`src/rtl/syn_pkg.sv`:
```
// Shared types, sizing helpers and the clamp function for synapse_current_gen.
package syn_pkg;

  localparam int DEF_N_IN      = 4;
  localparam int DEF_W_WIDTH   = 8;
  localparam int DEF_CUR_WIDTH = 8;

  typedef enum logic [0:0] {
    IDLE   = 1'b0,
    COMMIT = 1'b1
  } cfg_state_e;

  // Signed width that holds acc plus every weight at once without wrapping.
  function automatic int sum_width(input int cur_w, input int w_w, input int n_in);
    return ((cur_w > w_w) ? cur_w : w_w) + $clog2(n_in + 1) + 1;
  endfunction

  function automatic int cur_max(input int cur_w);
    return (1 << cur_w) - 1;
  endfunction

  function automatic int clamp(input int s, input int hi);
    if (s < 0) return 0;
    if (s > hi) return hi;
    return s;
  endfunction

endpackage

```
`src/rtl/syn_weight_regfile.sv`:
```
// N_IN x W_WIDTH weight registers: one write port, all weights read in parallel.
module syn_weight_regfile #(
  parameter int N_IN    = 4,
  parameter int W_WIDTH = 8,
  parameter int A_W     = 2
) (
  input  logic                      clk,
  input  logic                      reset_n,
  input  logic                      we,
  input  logic [A_W-1:0]            waddr,
  input  logic [W_WIDTH-1:0]        wdata,
  output logic [N_IN*W_WIDTH-1:0]   weights
);

  always_ff @(posedge clk or negedge reset_n) begin
    if (!reset_n) begin
      weights <= '0;
    end else if (we) begin
      for (int i = 0; i < N_IN; i++) begin
        if (32'(waddr) == i) weights[i*W_WIDTH +: W_WIDTH] <= wdata;
      end
    end
  end

endmodule

```
`src/rtl/synapse_current_gen.sv`:
```
// Spike-to-current front end: weighted spike accumulation, periodic exponential decay,
// saturating current output. Define SYN_INHIBIT_EN for signed (inhibitory) weights.
module synapse_current_gen
  import syn_pkg::*;
#(
  parameter int N_IN         = DEF_N_IN,
  parameter int W_WIDTH      = DEF_W_WIDTH,
  parameter int CUR_WIDTH    = DEF_CUR_WIDTH,
  parameter int DECAY_SHIFT  = 2,
  parameter int DECAY_PERIOD = 4,
  localparam int A_W = (N_IN > 1) ? $clog2(N_IN) : 1
) (
  input  logic                 clk,
  input  logic                 reset_n,
  input  logic [N_IN-1:0]      spk_in,
  input  logic                 cfg_valid,
  output logic                 cfg_ready,
  input  logic [A_W-1:0]       cfg_addr,
  input  logic [W_WIDTH-1:0]   cfg_weight,
  output logic                 cfg_err,
  output logic [CUR_WIDTH-1:0] current,
  output logic                 current_sat,
  output logic [0:0]           cfg_state
);

  localparam int S_W     = sum_width(CUR_WIDTH, W_WIDTH, N_IN);
  localparam int CNT_W   = (DECAY_PERIOD > 1) ? $clog2(DECAY_PERIOD) : 1;
  localparam int CUR_MAX = cur_max(CUR_WIDTH);

  // Handshake: a config write transfers on a rising edge where cfg_valid && cfg_ready;
  // the requester holds cfg_valid, cfg_addr and cfg_weight stable until then.

  logic [CNT_W-1:0] cnt;
  logic             tick;

  assign tick = (cnt == CNT_W'(DECAY_PERIOD - 1));

  always_ff @(posedge clk or negedge reset_n) begin
    if (!reset_n) cnt <= '0;
    else          cnt <= tick ? '0 : cnt + 1'b1;
  end

  cfg_state_e          state;
  logic [A_W-1:0]      addr_q;
  logic [W_WIDTH-1:0]  weight_q;
  logic                addr_ok;

  assign cfg_ready = (state == IDLE);
  assign addr_ok   = (32'(addr_q) < N_IN);
  assign cfg_err   = (state == COMMIT) && !addr_ok;
  assign cfg_state = state;

  always_ff @(posedge clk or negedge reset_n) begin
    if (!reset_n) begin
      state    <= IDLE;
      addr_q   <= '0;
      weight_q <= '0;
    end else if (state == IDLE) begin
      if (cfg_valid) begin
        addr_q   <= cfg_addr;
        weight_q <= cfg_weight;
        state    <= COMMIT;
      end
    end else begin
      state <= IDLE;
    end
  end

  logic [N_IN*W_WIDTH-1:0] weights;

  // The write lands at the end of the COMMIT cycle, so a spike in that cycle sees the old weight.
  syn_weight_regfile #(
    .N_IN    (N_IN),
    .W_WIDTH (W_WIDTH),
    .A_W     (A_W)
  ) u_regfile (
    .clk     (clk),
    .reset_n (reset_n),
    .we      ((state == COMMIT) && addr_ok),
    .waddr   (addr_q),
    .wdata   (weight_q),
    .weights (weights)
  );

  logic signed [S_W-1:0] dec;
  logic signed [S_W-1:0] sum;
  logic [CUR_WIDTH-1:0]  acc_next;
  logic                  sat_next;
  int                    s_int;
  int                    c_int;

  always_comb begin
    dec = '0;
    if (tick && current != '0) begin
      dec = S_W'(current >> DECAY_SHIFT);
      if (dec == '0) dec = S_W'(1);
    end
    sum = S_W'(current) - dec;
    for (int i = 0; i < N_IN; i++) begin
      if (spk_in[i]) begin
`ifdef SYN_INHIBIT_EN
        sum = sum + S_W'($signed(weights[i*W_WIDTH +: W_WIDTH]));
`else
        sum = sum + S_W'(weights[i*W_WIDTH +: W_WIDTH]);
`endif
      end
    end
    s_int    = int'(sum);
    c_int    = clamp(s_int, CUR_MAX);
    acc_next = CUR_WIDTH'(c_int);
    sat_next = (c_int != s_int);
  end

  always_ff @(posedge clk or negedge reset_n) begin
    if (!reset_n) begin
      current     <= '0;
      current_sat <= 1'b0;
    end else begin
      current     <= acc_next;
      current_sat <= sat_next;
    end
  end

endmodule
```
`config.mk`:
```
export PLATFORM = sky130hd
export DESIGN_NAME = synapse_current_gen
export DESIGN_NICKNAME = d
export VERILOG_FILES = /design/src/rtl/syn_pkg.sv /design/src/rtl/syn_weight_regfile.sv /design/src/rtl/synapse_current_gen.sv
export SDC_FILE = /design/constraint.sdc
export NUM_CORES = 1
export LEC_CHECK = 0
export CAP_MARGIN = 20
export CORE_UTILIZATION = 50
export CTS_CLUSTER_DIAMETER = 50
export DETAILED_ROUTE_END_ITERATION = 10
export GPL_ROUTABILITY_DRIVEN = 0
export HOLD_SLACK_MARGIN = 0.08
export PLACE_DENSITY = 0.69
export SETUP_SLACK_MARGIN = 0.1
export SYNTH_ARGS = -nofsm -noshare
export SYNTH_HDL_FRONTEND = slang
export SYNTH_SLANG_ARGS = --single-unit
```
`constraint.sdc`:
```
create_clock -name clk -period 15.4 [get_ports clk]
set_clock_uncertainty 0.1 [all_clocks]
set_input_delay 3.85 -clock clk [delete_from_list [all_inputs] [get_ports clk]]
set_output_delay 3.85 -clock clk [all_outputs]
set_load 0.05 [all_outputs]
```
# After elaboration in Yosys (flattened, before gate mapping)
# Index checks and enable logic that the tools add are counted.
# totals
mem_bits_rw,0
romBits,0
mem_count,0
output_inout_bits,12
latchBits,0
word_cells,48
regBits,54
inputBits,17
# op_classes
reduce_logical,9
order_cmp,2
n_div,0
n_shift,0
muxes,15
multipliers,0
add_sub_neg,6
eq_ne,5
n_bitwise,1
# ops
operator,n
$mux W32,2
$mux W12,5
$add A12 B8 Y12,4
$ne A32 B12 Y1,1
$gt A12 B9 Y1 const B,1
$logic_not A12 Y1,1
$lt A12 B1 Y1 const B,1
$sub A8 B12 Y12,1
$reduce_and A2 Y1,5
$mux W8,1
$reduce_bool A8 Y1,1
$eq A2 B2 Y1 const B,3
$mux W6,1
$mux W1,5
$add A2 B1 Y2 const B,1
$eq A2 B1 Y1 const B,1
$logic_not A2 Y1,1
$mux W2,1
$logic_and A1 B1 Y1,1
$not A1 Y1,1

# Depth between registers and ports, before layout
# depth
word_depth,18
ltp_mapped,36
mapped_depth_nobuf,36

# Cells and area by module
# A second synthesis with hierarchy kept.
# hier_totals
hier_cells,447
area_unflattened_um2,4453.0
# by_module_without_submodules
mod,instances,area_per_inst_um2,cells_per_inst
synapse_current_gen,1,3240.6,379
syn_weight_regfile,1,1212.4,68

# Worst setup path before layout
# No wires, ideal clock.
# synth_timing
kind,input-to-reg
from,in spk_in[0]
to,reg current[6]
required_ns,15.160
setup_slack_ns,7.047
path_buffers,1
path_stages,29
setup_ns,0.140
arrival_time_ns,8.113
path_cell_list,clkbuf_1 -> nand2_1 -> o21ai_0 -> ha_1 -> inv_1 -> fa_1 -> nor2b_1 -> o21ai_0 -> nand2b_1 -> xnor2_1 -> nand2_1 -> o21ai_0 -> inv_1 -> ha_1 -> o21a_1 -> o31a_1 -> o21ai_0 -> nand2b_1 -> xor2_1 -> mux2_2 -> ha_1 -> o21a_1 -> nor2_1 -> a21oi_1 -> a31oi_1 -> nand3_1 -> o21a_1 -> o2bb2ai_2 -> a31oi_1
# synth_rtl
element,line_no,rtl
"start, declared",synapse_current_gen.sv:15,"input logic [N_IN-1:0] spk_in,"
"end signal, assigned",synapse_current_gen.sv:119,current <= acc_next;
"end, declared",synapse_current_gen.sv:21,"output logic [CUR_WIDTH-1:0] current,"

==> results.txt <==
- Start-to-end type of the worst setup path: primary input to flop
* Top flip-flop cell by instance count after synthesis: sky130_fd_sc_hd__dfrtp_1
* Area added between synthesis and finish: 10.7%
* Pin slew with the least headroom to its limit: 0.870 ns
* Number of nets in the layout: 539
- Buffers inserted during clock tree synthesis total 5.
- Number of fill cells: 755
- After clock tree synthesis, the clock-pin slew on the worst setup and hold paths is 0.09 ns.
- In this run the worst path has a maximum fanout of 12.
- During placement, the flow inserted port buffers numbering 27.
* Number of warnings issued by yosys: 0
- Post-detailed-routing wire length: 9610 um
* Max frequency: 108 MHz
- Remaining number of nets flagged by the antenna check after routing: 0
- Worst slew margin relative to its limit: 0.419
- After synthesis, the mean cell area works out to 9.71 um2.
* Kind of end point of the critical path: flop
* Worst-case clock buffer depth: 2
- Post-CTS repair changed the size of 0 cells.
* Horizontal extent of the die: 95.5 um
- Required time worst endpoint: 15.48 ns
- Summed over all failing endpoints, the final setup total negative slack is 0 ns.
- The number of global-route vias before repair was 3,269.
* Share of final-layout standard cells stronger than drive strength 1: 0.154
* Number of hold violations in the final report: 0
- The max-slew violation count is 0.
* Root Driver: sky130_fd_sc_hd__clkbuf_8
- The total overflow left after global routing is 0.
- Via count: 3,413
- The floorplan step defined a die boundary enclosing 0.00911 mm2.
- Sequential share of the synthesized area: 0.309
- Total core area: 0.00834 mm2
- Yosys mapped the design onto 59 distinct sky130hd cell types.
* Number of stages on the worst hold path: 1
* R2r worst-path depth: 33
- Signal arrival time at the worst endpoint: 9.32 ns
- The top cell types in the final layout, fill and taps aside, are sky130_fd_sc_hd__dfrtp_1, sky130_fd_sc_hd__mux2_2, sky130_fd_sc_hd__ha_1.
- Class of the worst hold path: flop to flop
* Wire length of the first global-routing pass: 15,900 um
- Number of antenna violations at the first check in global routing: 0
- The wire-length estimate of the detail-placed layout is 7780 um.
- After synthesis the cells add up to 0.00437 mm2.
- The floorplan has 33 rows.
- Endpoints failing setup: 0
- The library cell used most frequently in the layout, excluding fill and tap cells, is sky130_fd_sc_hd__dfrtp_1.
* Total track usage: 0.229
* Outcome: finished, final reports clean
* Syn Nets: 511
- Counting flops with a built-in enable in the synthesized netlist gives 0.
- Number of max-cap violations: 0
* Number of sinks on the clock net: 54
* Largest net degree at the start of global routing: 55
- For this run, design rule violations remaining after detail routing come to 0.
- Initial core utilization: 0.524
- Insertion delay to the later sink of the worst-skew pair: 0.31 ns
- The die is 95.5 um tall.
- Hold-fix buffers, CTS: 0
- After technology mapping, the gate count stands at 450.
* Wire length per cell: 16.4 um
- Unrepaired setup endpoints after global routing: no
* Critical Path Start Type: primary input
- Detailed-router iteration count before antenna repair: 4
- After detailed routing, the number of vias per cell comes to 5.84.
* CTS tree: done
- The detailed router finished its first iteration with 72 violations.
- Proportion of synthesized flip-flops having asynchronous set or reset: 1.00
- Period Utilization, post-route: 0.600
- CTS built an H-tree with a depth of 2.
* Count of pins on the block boundary: 29
* Number of flip-flops and latches in the synthesized netlist: 54
- Counting I/O delays and the setup requirement, the final critical path takes 9.23 ns.
- The repair_antennas step left the layout with diodes totalling 0.
- Buffers added to address setup during post-CTS repair amount to 0.
[flip-flops by register name, indices dropped and copies added, names as in the netlist]
register	count
addr_q	2
cfg_state	1
cnt	2
current	8
current_sat	1
u_regfile.weights	32
weight_q	8
[through the flow]
step / util / hold WS [ns] / std cells / worst slack, ns / instance area, um2
final: 0.580 / 0.336 / 584 / 6.17 / 4840
after global routing: 0.580 / 0.378 / 584 / 5.72 / 4840
after CTS: 0.580 / 0.339 / 584 / 6.21 / 4840
after detailed placement: 0.569 / 0.327 / 576 / 5.91 / 4740
after global placement: 0.569 / 0.314 / 576 / 6.03 / 4740
after floorplan: - / 0.303 / 450 / 7.05 / 4370
[cell type report]
class / count / area [um2] / area share
Clock buffer: 6 / 82.6 / 0.0171
Clock inverter: 2 / 12.5 / 0.00259
Inverter: 24 / 90.1 / 0.0186
Multi-Input combinational cell: 364 / 2890 / 0.597
Sequential cell: 54 / 1350 / 0.279
Tap cell: 105 / 131 / 0.0272
Timing Repair Buffer: 29 / 280 / 0.0579
[routing by layer]
| metal | up-vias | share of wire | track usage |
|---|---|---|---|
| met5 | - | 0 | 0 |
| met4 | 0 | 0.015 | 0.0622 |
| met3 | 11 | 0.036 | 0.0263 |
| met2 | 63 | 0.47 | 0.383 |
| met1 | 1638 | 0.47 | 0.313 |
| li1 | 1701 | - | - |
[cell families after synthesis]
family / Yosys count / share of synthesized area
muxes: 55 / 0.141
xor gates and xnor gates: 27 / 0.0590
AOI/OAI and AO/OA: 117 / 0.183
buffers and inverters: 32 / 0.0292
adders and majority gates: 44 / 0.135
DFF: 54 / 0.309
other: 1 / 0.000859
and+or+nand+nor: 120 / 0.143
[final timing paths]
check	end	slack [ns]	start
max	current[6]	6.17	spk_in[0]
min	cnt[0]	0.34	cnt[0]
max reg2reg	current[6]	8.08	current[3]
min reg2reg	cnt[0]	0.34	cnt[0]
max in group asynchronous	u_regfile.weights[13]	11.19	reset_n
min in group asynchronous	addr_q[0]	3.55	reset_n
[critical path: stages]
cell	delay [ns]
sky130_fd_sc_hd__clkdlybuf4s50_1	0.61
sky130_fd_sc_hd__o21ai_0	0.57
sky130_fd_sc_hd__inv_1	0.09
sky130_fd_sc_hd__ha_1	0.30
sky130_fd_sc_hd__a211oi_1	0.34
sky130_fd_sc_hd__nor2_1	0.12
sky130_fd_sc_hd__o31ai_1	0.42
sky130_fd_sc_hd__ha_1	0.37
sky130_fd_sc_hd__o21a_1	0.19
sky130_fd_sc_hd__o31a_1	0.11
sky130_fd_sc_hd__o21ai_0	0.15
sky130_fd_sc_hd__nand2b_1	0.13
sky130_fd_sc_hd__xor2_1	0.16
sky130_fd_sc_hd__mux2_2	0.31
sky130_fd_sc_hd__ha_1	0.31
sky130_fd_sc_hd__o21a_1	0.11
sky130_fd_sc_hd__nor2_1	0.08
sky130_fd_sc_hd__a21oi_1	0.07
sky130_fd_sc_hd__a31oi_1	0.37
sky130_fd_sc_hd__nand3_1	0.12
sky130_fd_sc_hd__o21a_1	0.16
sky130_fd_sc_hd__o2bb2ai_2	0.26
sky130_fd_sc_hd__a31oi_1	0.12
[cells in the mapped netlist (8+ instances only)]
master                    number  area share
sky130_fd_sc_hd__dfrtp_1      54        0.31
sky130_fd_sc_hd__mux2_2       52        0.13
sky130_fd_sc_hd__ha_1         39        0.11
sky130_fd_sc_hd__nor2_1       32       0.028
sky130_fd_sc_hd__nand2_1      30       0.026
sky130_fd_sc_hd__o21ai_0      30       0.034
sky130_fd_sc_hd__a21oi_1      28       0.032
sky130_fd_sc_hd__inv_1        24       0.021
sky130_fd_sc_hd__xnor2_1      16       0.032
sky130_fd_sc_hd__o21a_1       15       0.026
sky130_fd_sc_hd__a21o_1       11       0.019
sky130_fd_sc_hd__nor2b_1      10       0.014
sky130_fd_sc_hd__xor2_1        9       0.018
sky130_fd_sc_hd__nand3_1       8      0.0092
sky130_fd_sc_hd__nor3_1        8      0.0092
Power is left out: the tool's default activity adds up to more than one toggle a clock period on the data nets, which glitch-free logic cannot reach.
